<file path="src/rtl/dmem_rmw_ctrl_if.sv">
// Request/response and data-RAM bus for dmem_rmw_ctrl.
// The slave modport is the controller; master is the pipeline/RAM/SLU side.
interface dmem_rmw_ctrl_if #(
  parameter int unsigned ADDR_W = 10
);
  logic              req_valid;
  logic [31:0]       req_addr;
  logic [3:0]        req_access;
  logic [31:0]       req_wd;
  logic [31:0]       slu_wd;
  logic [31:0]       rsp_rdata;
  logic              rsp_valid;
  logic              stall;
  logic              misalign_err;
  logic [ADDR_W-1:0] mem_addr;
  logic              mem_re;
  logic              mem_we;
  logic [31:0]       mem_wdata;
  logic [31:0]       mem_rdata;

  modport master (
    output req_valid, req_addr, req_access, req_wd, slu_wd, mem_rdata,
    input  rsp_rdata, rsp_valid, stall, misalign_err, mem_addr, mem_re, mem_we, mem_wdata
  );

  modport slave (
    input  req_valid, req_addr, req_access, req_wd, slu_wd, mem_rdata,
    output rsp_rdata, rsp_valid, stall, misalign_err, mem_addr, mem_re, mem_we, mem_wdata
  );
endinterface

</file>
<file path="src/rtl/dmem_rmw_ctrl.sv">
// Data-RAM sequencer: word reads for loads, read-modify-write for sh/sb, single-cycle sw.
// Strobes, stall and rsp_valid decode from state so reset silences them immediately.
module dmem_rmw_ctrl #(
  parameter int unsigned ADDR_W = 10,
  parameter int unsigned RD_LAT = 1
) (
  input logic            clk,
  input logic            rst,
  dmem_rmw_ctrl_if.slave bus_io
);

  typedef enum logic [1:0] {StIdle, StRead, StWrite, StDone} state_e;

  localparam logic [3:0] AccLw  = 4'd1;
  localparam logic [3:0] AccLh  = 4'd2;
  localparam logic [3:0] AccLb  = 4'd3;
  localparam logic [3:0] AccLhu = 4'd4;
  localparam logic [3:0] AccLbu = 4'd5;
  localparam logic [3:0] AccSw  = 4'd6;
  localparam logic [3:0] AccSh  = 4'd7;
  localparam logic [3:0] AccSb  = 4'd8;

  state_e            state_q, state_d;
  logic [2:0]        cnt_q, cnt_d;
  logic [ADDR_W-1:0] addr_q, addr_d;
  logic [3:0]        access_q, access_d;
  logic [31:0]       rdata_q, rdata_d;

  logic              req_ld, req_sw, req_rmw, req_mis, q_ld, q_rmw;
  logic [ADDR_W-1:0] req_waddr;
  logic              unused_addr;

  assign req_waddr   = bus_io.req_addr[ADDR_W+1:2];
  assign unused_addr = ^bus_io.req_addr[31:ADDR_W+2];

  always_comb begin
    req_ld  = bus_io.req_access inside {AccLw, AccLh, AccLb, AccLhu, AccLbu};
    req_sw  = (bus_io.req_access == AccSw);
    req_rmw = bus_io.req_access inside {AccSh, AccSb};
    q_ld    = access_q inside {AccLw, AccLh, AccLb, AccLhu, AccLbu};
    q_rmw   = access_q inside {AccSh, AccSb};
    req_mis = 1'b0;
    if (bus_io.req_access inside {AccLw, AccSw}) begin
      req_mis = |bus_io.req_addr[1:0];
    end else if (bus_io.req_access inside {AccLh, AccLhu, AccSh}) begin
      req_mis = bus_io.req_addr[0];
    end
  end

  always_comb begin
    state_d  = state_q;
    cnt_d    = cnt_q;
    addr_d   = addr_q;
    access_d = access_q;
    rdata_d  = rdata_q;
    unique case (state_q)
      StIdle: begin
        if (bus_io.req_valid && !req_mis && (req_ld || req_rmw)) begin
          state_d  = StRead;
          cnt_d    = 3'(RD_LAT - 1);
          addr_d   = req_waddr;
          access_d = bus_io.req_access;
        end
      end
      StRead: begin
        if (cnt_q != 3'd0) begin
          cnt_d = cnt_q - 3'd1;
        end else begin
          rdata_d = bus_io.mem_rdata;
          state_d = q_rmw ? StWrite : StDone;
        end
      end
      StWrite: state_d = StDone;
      StDone:  state_d = StIdle;
      default: state_d = StIdle;
    endcase
  end

  always_ff @(posedge clk or posedge rst) begin
    if (rst) begin
      state_q  <= StIdle;
      cnt_q    <= 3'd0;
      addr_q   <= '0;
      access_q <= 4'd0;
      rdata_q  <= 32'd0;
    end else begin
      state_q  <= state_d;
      cnt_q    <= cnt_d;
      addr_q   <= addr_d;
      access_q <= access_d;
      rdata_q  <= rdata_d;
    end
  end

  // IDLE decodes straight from the request; gating on rst keeps a held request quiet in reset.
  always_comb begin
    bus_io.mem_re       = 1'b0;
    bus_io.mem_we       = 1'b0;
    bus_io.mem_wdata    = 32'd0;
    bus_io.mem_addr     = addr_q;
    bus_io.stall        = 1'b0;
    bus_io.rsp_valid    = 1'b0;
    bus_io.misalign_err = 1'b0;
    if (!rst) begin
      unique case (state_q)
        StIdle: begin
          bus_io.mem_addr = req_waddr;
          if (bus_io.req_valid) begin
            if (req_mis) begin
              bus_io.misalign_err = 1'b1;
            end else if (req_sw) begin
              bus_io.mem_we    = 1'b1;
              bus_io.mem_wdata = bus_io.req_wd;
            end else if (req_ld || req_rmw) begin
              bus_io.mem_re = 1'b1;
              bus_io.stall  = 1'b1;
            end
          end
        end
        StRead: bus_io.stall = 1'b1;
        StWrite: begin
          bus_io.stall     = 1'b1;
          bus_io.mem_we    = 1'b1;
          bus_io.mem_wdata = bus_io.slu_wd;
        end
        StDone:  bus_io.rsp_valid = q_ld;
        default: ;
      endcase
    end
  end

  assign bus_io.rsp_rdata = rdata_q;

endmodule

</file>
<file path="src/flat_wrapper.sv">
// flat-port wrapper written by rule: the top's interface ports become plain ports
module dmem_rmw_ctrl_flat 
#(
  parameter int unsigned ADDR_W = 10,
  parameter int unsigned RD_LAT = 1
)
  (clk, rst, bus_io_req_valid, bus_io_req_addr, bus_io_req_access, bus_io_req_wd, bus_io_slu_wd, bus_io_mem_rdata, bus_io_rsp_rdata, bus_io_rsp_valid, bus_io_stall, bus_io_misalign_err, bus_io_mem_addr, bus_io_mem_re, bus_io_mem_we, bus_io_mem_wdata);
  dmem_rmw_ctrl_if #(.ADDR_W(ADDR_W)) bus_io_i ();
  input logic clk;
  input logic rst;
  input wire logic [$bits(bus_io_i.req_valid)-1:0] bus_io_req_valid;
  input wire logic [$bits(bus_io_i.req_addr)-1:0] bus_io_req_addr;
  input wire logic [$bits(bus_io_i.req_access)-1:0] bus_io_req_access;
  input wire logic [$bits(bus_io_i.req_wd)-1:0] bus_io_req_wd;
  input wire logic [$bits(bus_io_i.slu_wd)-1:0] bus_io_slu_wd;
  input wire logic [$bits(bus_io_i.mem_rdata)-1:0] bus_io_mem_rdata;
  output wire logic [$bits(bus_io_i.rsp_rdata)-1:0] bus_io_rsp_rdata;
  output wire logic [$bits(bus_io_i.rsp_valid)-1:0] bus_io_rsp_valid;
  output wire logic [$bits(bus_io_i.stall)-1:0] bus_io_stall;
  output wire logic [$bits(bus_io_i.misalign_err)-1:0] bus_io_misalign_err;
  output wire logic [$bits(bus_io_i.mem_addr)-1:0] bus_io_mem_addr;
  output wire logic [$bits(bus_io_i.mem_re)-1:0] bus_io_mem_re;
  output wire logic [$bits(bus_io_i.mem_we)-1:0] bus_io_mem_we;
  output wire logic [$bits(bus_io_i.mem_wdata)-1:0] bus_io_mem_wdata;
  assign bus_io_i.req_valid = bus_io_req_valid;
  assign bus_io_i.req_addr = bus_io_req_addr;
  assign bus_io_i.req_access = bus_io_req_access;
  assign bus_io_i.req_wd = bus_io_req_wd;
  assign bus_io_i.slu_wd = bus_io_slu_wd;
  assign bus_io_i.mem_rdata = bus_io_mem_rdata;
  assign bus_io_rsp_rdata = bus_io_i.rsp_rdata;
  assign bus_io_rsp_valid = bus_io_i.rsp_valid;
  assign bus_io_stall = bus_io_i.stall;
  assign bus_io_misalign_err = bus_io_i.misalign_err;
  assign bus_io_mem_addr = bus_io_i.mem_addr;
  assign bus_io_mem_re = bus_io_i.mem_re;
  assign bus_io_mem_we = bus_io_i.mem_we;
  assign bus_io_mem_wdata = bus_io_i.mem_wdata;
  dmem_rmw_ctrl #(.ADDR_W(ADDR_W), .RD_LAT(RD_LAT)) u_core (.clk(clk), .rst(rst), .bus_io(bus_io_i));
endmodule
</file>
<file path="config.mk">
export PLATFORM = sky130hd
export DESIGN_NAME = dmem_rmw_ctrl_flat
export DESIGN_NICKNAME = d
export VERILOG_FILES = /design/src/rtl/dmem_rmw_ctrl_if.sv /design/src/rtl/dmem_rmw_ctrl.sv /design/src/flat_wrapper.sv
export SDC_FILE = /design/constraint.sdc
export NUM_CORES = 1
export LEC_CHECK = 0
export BUFFER_PORTS_ARGS = -buffer_cell sky130_fd_sc_hd__buf_2
export CAP_MARGIN = 20
export CORE_UTILIZATION = 40
export CTS_CLUSTER_DIAMETER = 60
export CTS_CLUSTER_SIZE = 16
export DETAILED_ROUTE_END_ITERATION = 10
export PLACE_DENSITY = 0.83
export REMOVE_ABC_BUFFERS = 1
export SLEW_MARGIN = 20
export SYNTH_ARGS = -nofsm -noshare
export SYNTH_HDL_FRONTEND = slang
export SYNTH_SLANG_ARGS = --single-unit
export TNS_END_PERCENT = 20
</file>
<file path="constraint.sdc">
create_clock -name clk -period 4.7 [get_ports clk]
set_clock_uncertainty 0.1 [all_clocks]
set_input_delay 0.94 -clock clk [delete_from_list [all_inputs] [get_ports clk]]
set_output_delay 0.94 -clock clk [all_outputs]
set_load 0.01 [all_outputs]
</file>
======== Word level (Yosys, flattened, before mapping) ========
Cells that the tools add are included.
word-level totals
  register bits after elaboration ......... 51
  latch bits .............................. 0
  RAM bits ................................ 0
  bits in read-only memories .............. 0
  bits of input ports ..................... 135
  output and inout bits ................... 79
  memories kept ........................... 0
operators by class
  $add $sub $neg .......................... 1
  $mul .................................... 0
  div/mod/pow operators ................... 0
  order comparisons ....................... 0
  eq/ne operators ......................... 21
  shift operators ......................... 0
  muxes and demuxes ....................... 35
  bitwise gates (word level) .............. 1
  reductions and logical operators ........ 19
operator list
  cell                                                  count
  2-to-1 mux 32 bit                                     4
  one-hot mux 32 bit (2 select lines)                   1
  equality test 4 x 3 -> 1 bit (second input constant)  7
  2-to-1 mux 1 bit                                      20
  2-to-1 mux 10 bit                                     2
  equality test 4 x 2 -> 1 bit (second input constant)  4
  nonzero test 5 bit                                    2
  equality test 4 x 1 -> 1 bit (second input constant)  2
  equality test 4 bit (second input constant)           2
  one-hot mux 2 bit (4 select lines)                    1
  nonzero test 2 bit                                    4
  2-to-1 mux 3 bit                                      2
  one-hot mux 3 bit (2 select lines)                    1
  AND reduction 2 bit                                   3
  nonzero test 3 bit                                    2
  equality test 2 bit (second input constant)           2
  2-to-1 mux 2 bit                                      2
  != test 2 x 1 -> 1 bit (second input constant)        2
  one-hot mux 1 bit (2 select lines)                    2
  OR reduction 2 bit                                    2
  AND reduction 3 bit                                   1
  subtractor 3 x 1 -> 3 bit (second input constant)     1
  equality test 2 x 1 -> 1 bit (second input constant)  1
  logical AND 1 bit                                     2
  other kinds (5)                                       5

======== Longest topological paths before layout ========
Gate-level depths: netlist of run 1.
  word-level depth ........................ 9
  depth in mapped cells ................... 9
  mapped depth without buffers ............ 8

======== Worst setup path before layout of run 1 ========
No wires, ideal clock.
  kind .................................... input to output
  start ................................... input port rst
  end ..................................... output port bus_io_mem_wdata[10]
  arrival ................................. 2.813 ns
  data required time ...................... 3.660 ns
  path slack .............................. 0.847 ns
  stages on the path ...................... 4
  buffers on the path ..................... 1
  cells stage by stage .................... inv_1 o21ai_1 clkbuf_1 nor2_1
between the ends
  cells in the longest elaborated chain, start to end .. 1
ends and longest elaborated chain
  what                RTL line              RTL
  start: declaration  flat_wrapper.sv:10    input logic rst;
  2-to-1 mux 32 bit   dmem_rmw_ctrl.sv:104  if (!rst) begin
  end: declaration    flat_wrapper.sv:24    output wire logic [$bits(bus_io_i.mem_wdata)-1:0] bus_io_mem_wdata;
No other way between the ends.

======== Worst setup path in the final report of run 1 ========
  start ................................... input port bus_io_req_access[1]
  end ..................................... output port bus_io_mem_wdata[22]
between the ends
  cells in the longest elaborated chain, start to end .. 8
  elaborated cells on any way between the ends .. 14
ends and longest elaborated chain
  what                                                                          RTL line              RTL
  start: declaration                                                            flat_wrapper.sv:13    input wire logic [$bits(bus_io_i.req_access)-1:0] bus_io_req_access;
  equality test 4 x 2 -> 1 bit or equality test 4 x 3 -> 1 bit (tied branches)  dmem_rmw_ctrl.sv:45   end else if (bus_io.req_access inside {AccLh, AccLhu, AccSh}) begin
  nonzero test 3 bit                                                            dmem_rmw_ctrl.sv:45
  2-to-1 mux 1 bit                                                              dmem_rmw_ctrl.sv:45
  2-to-1 mux 1 bit                                                              dmem_rmw_ctrl.sv:43   if (bus_io.req_access inside {AccLw, AccSw}) begin
  2-to-1 mux 32 bit (*)                                                         dmem_rmw_ctrl.sv:109  if (req_mis) begin
  2-to-1 mux 32 bit (*)                                                         dmem_rmw_ctrl.sv:108  if (bus_io.req_valid) begin
  one-hot mux 32 bit (2 select lines) (*)                                       dmem_rmw_ctrl.sv:105  unique case (state_q)
  2-to-1 mux 32 bit (*)                                                         dmem_rmw_ctrl.sv:104
Every way passes the cells marked *; elsewhere a longest branch is shown, timed or not.

==> flow_summary.json, run 1 <==
{
  "detailedRoute.firstPassIterationCount": 4,
  "final_common_cell": "buf_2",
  "synth_largest_area_cell": "dfrtp_1",
  "coreArea_um2": 6870,
  "layout-drive-gt1-share_pct": 59.4,
  "grt_pass1_wl_mm": 12.7,
  "status": "finished, final reports clean",
  "finalWeightedCongestion": 0.778,
  "overflow": 0,
  "worst_hold_slack_ns": 0.408,
  "cts.path.max_buffers": 2,
  "critPathRequiredTime_ns": 3.66,
  "io_pins": 214,
  "max_slew_margin_pct": 32.6,
  "mostFrequentLayoutCells": "buf_2 (193), dfrtp_1 (51), mux2_2 (47)",
  "postLayoutSetupSlackWorst_ns": 0.881,
  "critPathBufInv": 2,
  "drc_marker_count_from_the_first_detailed_route_iteration": 155,
  "pwr_density_cell_nw_per_um2": 552,
  "floorplan.die.height_um": 86.8,
  "route.vias.total": 2748,
  "post-cts-setup-buffer-count": 0,
  "static-leakage-power_nw": 2.02,
  "final-seq-area_um2": 1280,
  "synth_sequential_area_ratio_pct": 44.4,
  "fp.dieArea_um2": 7530,
  "finalSetupViolations": 0,
  "port_buffers": 193,
  "crit_fanout": 33,
  "cpMostUsedCell": "buf_2",
  "htree_num_levels": 2,
  "hold_viol": 0,
  "nets": 592,
  "clk-insertion-delay-late_ns": 0.29,
  "cts.root.buffer_cell": "clkbuf_8",
  "num_rows": 30,
  "synth-edff-count": 0,
  "synth_top_area_share_pct": 44.4,
  "timing.max_cap.violations": 0,
  "hp-class": "reg -> reg",
  "multi_input_comb_area_um2": 1450,
  "critical_path.startpoint_type": "input port",
  "synth_async_sr_flop_share_pct": 100,
  "critPathCaptureType": "output port",
  "timing_max_transition_violations_final": 0,
  "clk_pin_slew_ns": 0.09,
  "vdd_drop_max_mv": 0.362,
  "highest_cell_delay_on_the_worst_timing_path_ns": 0.66,
  "crit_slowest_cell": "and4_2",
  "min_period_over_period_pct": 81.3,
  "avgViaCountPerCell": 5.01,
  "cp_cell_sequence": "buf_2 > o21ai_0 > a21oi_1 > o21ai_2 > and4_2 > a22oi_1 > nor2_1 > buf_2",
  "numCtsBuffers": 5,
  "cts_sinks": 51,
  "critPathTopFamily": "simple AND/OR/NAND/NOR gates",
  "post_cts_resized": 0,
  "syn-mean-instance-area_um2": 10.9,
  "peak_clock_frequency_supported_by_timing_mhz": 262,
  "flow.area_growth_from_synthesis_pct": 38.4,
  "num-fill-cells": 623,
  "synthCells": 264,
  "initial_utilization_pct": 41.9,
  "worst_setup_slack_post_dpl_ns": 0.903,
  "yosys.cell_types.count": 36,
  "final.setup.tns_ns": 0,
  "timing_worst_setup_path_type": "in -> out",
  "cell_types_occupying_the_most_area_after_synthesis": "dfrtp_1 (44%), mux2_2 (18%), a22oi_1 (8.4%), nor2_1 (5.6%), mux2_4 (4.7%)",
  "grt_usage_pct": 22.1,
  "post-dp-hpwl_mm": 6.72,
  "synth_area_um2": 2880,
  "worst_slew_pin_slew_ns": 1.01,
  "wl_cell_um": 15.4,
  "antenna_violations_before_repair": 2,
  "timing.final.crit_period_ns": 3.82,
  "grt_max_degree": 52,
  "design_power_total_mw": 2.20,
  "synth.yosys.warnings": 0,
  "ys_dominant_reg_cell": "dfrtp_1",
  "post-route-drc-count": 0,
  "clock_tree_from_tritoncts": "yes",
  "antenna_left": 0,
  "die_width_um": 86.8,
  "rsz0062_at_grt": "no",
  "arrival_ns": 2.78,
  "cts_hold_buf": 0,
  "synth_seq_cells": 51,
  "drt_wl_total_mm": 8.46,
  "first_global_vias": 2718
}
state kept, by name, summed over array words and instances, names as in the netlist:
register and cells:
u_core.access_q 4, u_core.addr_q 10, u_core.bus_io.rsp_rdata 32, u_core.cnt_q 3
u_core.state_q 2
path summary, 6_finish.rpt:
kind / start / depth (start not counted) / to / slack, ns
setup / recovery: bus_io_req_access[1] / 8 / bus_io_mem_wdata[22] / 0.88
hold / removal: u_core.bus_io.rsp_rdata[26] / 1 / u_core.bus_io.rsp_rdata[26] / 0.41
setup reg to reg: u_core.state_q[0] / 6 / u_core.state_q[1] / 2.52
hold reg to reg: u_core.bus_io.rsp_rdata[26] / 1 / u_core.bus_io.rsp_rdata[26] / 0.41
max in group asynchronous: rst / 3 / u_core.bus_io.rsp_rdata[10] / 3.28
min in group asynchronous: rst / 3 / u_core.cnt_q[1] / 0.79
cell usage after synthesis (2+ instances only):
library cell,n
nand3_1,5
nand2_1,5
o21ai_0,5
buf_1,4
buf_2,2
buf_6,4
dfrtp_1,51
inv_1,9
ha_1,7
a21oi_1,7
nor2_1,43
a22oi_1,32
nor3_1,4
and3_1,2
mux2_2,47
nand2b_1,2
clkbuf_1,8
mux2_4,9
through the flow:
stage	area, um^2	instances	utilization (%)
3_3_place_gp	3880	539	56.5
6_report	3980	549	57.9
2_1_floorplan	2760	245	-
3_5_place_dp	3880	539	56.5
4_1_cts	3980	547	57.9
5_1_grt	3980	549	57.9
cells by family (layout without fill, tap and decap cells):
logic type               after synthesis  after routing  share of synthesized area [%]
other                                  0              2                              0
AND/OR/NAND/NOR                       67             67                           10.5
flip-flops                            51             51                           44.4
multiplexers                          57             57                           23.5
buffers and inverters                 29            216                           5.48
adder cells (fa/ha/maj)                7              7                           3.05
AO/OA/AOI/OAI                         53             53                           13.1
cell type report:
class                   instances  share of cell area [%]
diodes                          2                   0.126
clock buffers                   5                    1.73
clock inverters                 3                   0.597
inverters                      10                   0.943
multi-input cells             184                    36.3
flip-flops and latches         51                    32.1
well taps                      96                    3.02
repair buffers                198                    25.2
metal layers:
| layer | track usage (%) | wire length [um] | share of wire [%] | up-vias |
|---|---|---|---|---|
| met4 | 9.24 | 168 | 2.0 | 0 |
| met1 | 23.9 | 3160 | 37 | 1276 |
| li1 | - | - | - | 1318 |
| met5 | 0 | 0 | 0 | - |
| met2 | 40.1 | 4390 | 52 | 142 |
| met3 | 6.19 | 742 | 8.8 | 12 |
worst reg2reg max path, cell delays in order (launching register included):
cell and delay (ns):
dfrtp_1 0.44, inv_1 0.14, ha_1 0.32, inv_1 0.12
a31oi_1 0.41, nand2b_1 0.21, mux2_1 0.33
where the power goes:
part           switching (mW)  leakage, nW  internal [mW]
combinational           0.572         1.37          0.591
sequential              0.124        0.608          0.653
clock                   0.148       0.0461          0.108
total                   0.844         2.02           1.35
No activity file was read; power rests on OpenSTA's default activity.
==> inputs of run 2 (changes only) <==
Settings changed: ABC_AREA set to 1, CORE_UTILIZATION 40 to 39, PLACE_DENSITY 0.83 to 0.8.
Clock period 4.7 ns to 3.4 ns, I/O delays scaled along.
==> flow_summary.json, run 2 <==
{
  "worstReg2RegStart": "u_core.state_q[0]",
  "critPathRequiredTime_ns": 2.62,
  "max_slew_margin_pct": 58.1,
  "rsz0062_at_grt": "no",
  "clk_pin_slew_ns": 0.09,
  "floorplan.die.height_um": 95.6,
  "syn-mean-instance-area_um2": 8.10,
  "num-fill-cells": 794,
  "design_power_total_mw": 3.24,
  "critical_path.reg2reg.endpoint": "u_core.addr_q[9]",
  "clock_power_share_pct": 13.5,
  "ys_dominant_reg_cell": "dfrtp_1",
  "port_buffers": 193,
  "flow.area_growth_from_synthesis_pct": 32.0,
  "wl_met3_um": 379,
  "topRoutingLayerUsed": "met4",
  "post-dp-hpwl_mm": 6.57,
  "diodes": 0,
  "finalSetupViolations": 0,
  "layout-drive-gt1-share_pct": 48.3,
  "coreArea_um2": 8340,
  "crit_slowest_cell": "nand2_4",
  "wl_cell_um": 12.2,
  "cell_types_occupying_the_most_area_after_synthesis": "dfrtp_1 (37%), mux2_2 (11%), nand2_1 (7.3%), nand4_1 (6.4%), inv_1 (5.9%)",
  "nets": 742,
  "clock_tree_from_tritoncts": "yes",
  "critPathBufInv": 4,
  "cts.root.buffer_cell": "clkbuf_8",
  "synth.top_cells.by_count": "nand2_1 (66), inv_1 (54), dfrtp_1 (51), nor2_1 (41), nand4_1 (35)",
  "share_comb_of_total_power_pct": 52.7,
  "post_cts_resized": 0,
  "final.setup.tns_ns": 0,
  "antenna_left": 0,
  "synthCells": 422,
  "final_common_cell": "buf_2",
  "critical_path.startpoint_type": "input port",
  "power_switching_mw": 1.31,
  "min_period_over_period_pct": 88.3,
  "met1_length_mm": 3.56,
  "arrival_ns": 2.22,
  "crit_fanout": 34,
  "startpoint": "bus_io_req_access[2]",
  "peak_clock_frequency_supported_by_timing_mhz": 333,
  "detailedRoute.firstPassIterationCount": 4,
  "drc_marker_count_from_the_first_detailed_route_iteration": 129,
  "wl_met2_mm": 4.61,
  "cp_cell_sequence": "buf_2 > inv_2 > nor2_2 > nand2_4 > nand2_2 > nand2_4 > nand2_2 > inv_4 > nand4_1 > a21oi_1 > buf_2",
  "worst-r2r-cell-count": 7,
  "overflow": 0,
  "timing_max_transition_violations_final": 0,
  "highest_cell_delay_on_the_worst_timing_path_ns": 0.27,
  "io_pins": 214,
  "avgViaCountPerCell": 4.82,
  "power_report.internal_total_mw": 1.93,
  "fp.dieArea_um2": 9140,
  "yosys.cell_types.count": 30,
  "timing.max_cap.violations": 0,
  "worst_slew_pin_slew_ns": 0.627,
  "synth_top_area_share_pct": 37.3,
  "grt_usage_pct": 17.7,
  "hp-class": "in -> async",
  "route.vias.total": 3406,
  "post-cts-setup-buffer-count": 0,
  "placed_cells_incl_taps": 698,
  "grt_pass1_wl_mm": 13.1,
  "antenna_violations_before_repair": 0,
  "critPathTopFamily": "simple AND/OR/NAND/NOR gates",
  "pwr-share-seq_pct": 33.7,
  "synth-edff-count": 0,
  "largest_register_ff_count": 32,
  "synth_sequential_area_ratio_pct": 37.3,
  "first_global_vias": 3018,
  "mostFrequentLayoutCells": "buf_2 (193), nand2_1 (66), inv_1 (54)",
  "static-leakage-power_nw": 2.46,
  "yosysMostFrequentCell": "nand2_1",
  "clk-insertion-delay-late_ns": 0.29,
  "finish.utilization_pct": 54.1,
  "synth_seq_cells": 51,
  "final-seq-area_um2": 1280,
  "synth_area_um2": 3420,
  "pwr_density_cell_nw_per_um2": 718,
  "sw_frac_of_total_pct": 40.5,
  "stages_on_the_worst_setup_path": 11,
  "timing_worst_setup_path_type": "in -> out",
  "worst_setup_slack_for_register_to_register_paths_ns": 1.49,
  "htree_num_levels": 2,
  "timing.final.crit_period_ns": 3.00,
  "critPathCaptureType": "output port",
  "die_width_um": 95.6,
  "drt_wl_total_mm": 8.61,
  "hold_viol": 0,
  "synth.yosys.warnings": 0,
  "finalWeightedCongestion": 0.796,
  "initial_utilization_pct": 41.0,
  "grt_max_degree": 37,
  "cts_sinks": 51,
  "final_cells": 706,
  "synth_largest_area_cell": "dfrtp_1",
  "post-route-drc-count": 0,
  "cts_hold_buf": 0,
  "vdd_drop_max_mv": 0.415,
  "status": "finished, final reports clean",
  "numCtsBuffers": 5,
  "cts.path.max_buffers": 2,
  "multi_input_comb_area_um2": 1730,
  "num_rows": 33,
  "synth_async_sr_flop_share_pct": 100,
  "timing.critical_path.to": "bus_io_mem_wdata[11]"
}
run 2: kinds of logic (layout without fill, tap and decap cells):
group / count (synthesis) / in the layout / synth area share (%)
simple gates: 180 / 180 / 25.9
buf+inv: 89 / 268 / 11.9
compound gates: 62 / 62 / 11.4
flops: 51 / 51 / 37.3
mux: 32 / 32 / 10.5
fa+ha+maj: 7 / 7 / 2.56
xor+xnor: 1 / 1 / 0.256
run 2: per-stage QoR:
step	hold WS (ns)	cell area (um^2)	setup WS (ns)
2_1_floorplan	0.342	3230	0.431
3_3_place_gp	0.355	4390	0.426
3_5_place_dp	0.371	4390	0.398
4_1_cts	0.363	4510	0.394
5_1_grt	0.369	4510	0.226
6_report	0.353	4510	0.399
run 2: area by class of cell:
cell class,count,share of cell area [%]
Inverter,59,4.96
Sequential cell,51,28.3
Clock buffer,6,1.83
Tap cell,105,2.91
Timing Repair Buffer,201,22.7
Multi-Input combinational cell,282,38.4
Clock inverter,2,0.860
run 2: how the worst min path moves through the flow:
| stage | cells past startpoint | start | end | slack (ns) |
|---|---|---|---|---|
| finish | 3 | rst | u_core.bus_io.rsp_rdata[25] | 0.35 |
| global route | 3 | rst | u_core.bus_io.rsp_rdata[29] | 0.37 |
| detailed placement | 2 | u_core.cnt_q[1] | u_core.cnt_q[1] | 0.37 |
| global placement | 2 | u_core.cnt_q[1] | u_core.cnt_q[1] | 0.36 |
| floorplan | 2 | u_core.cnt_q[1] | u_core.cnt_q[1] | 0.34 |
| CTS | 3 | rst | u_core.bus_io.rsp_rdata[7] | 0.36 |
run 2: power by group through the flow:
| stage | logic, mW | clock network [mW] | registers, mW |
|---|---|---|---|
| after floorplan | 1.02 | 0 | 1.17 |
| after global placement | 1.67 | 0 | 1.08 |
| after detailed placement | 1.73 | 0 | 1.10 |
| after CTS | 1.73 | 0.459 | 1.09 |
| after global routing | 1.90 | 0.478 | 1.13 |
| final | 1.71 | 0.438 | 1.09 |
run 2: layer usage:
metal / vias up / track usage, %
li1: 1725 / -
met4: 0 / 3.61
met5: - / 0
met1: 1589 / 21.0
met3: 7 / 3.27
met2: 85 / 33.2
run 2: tightest hold or removal path, stage by stage:
cell and delay, ns:
buf_2 0.12, inv_2 0.07, buf_4 0.27
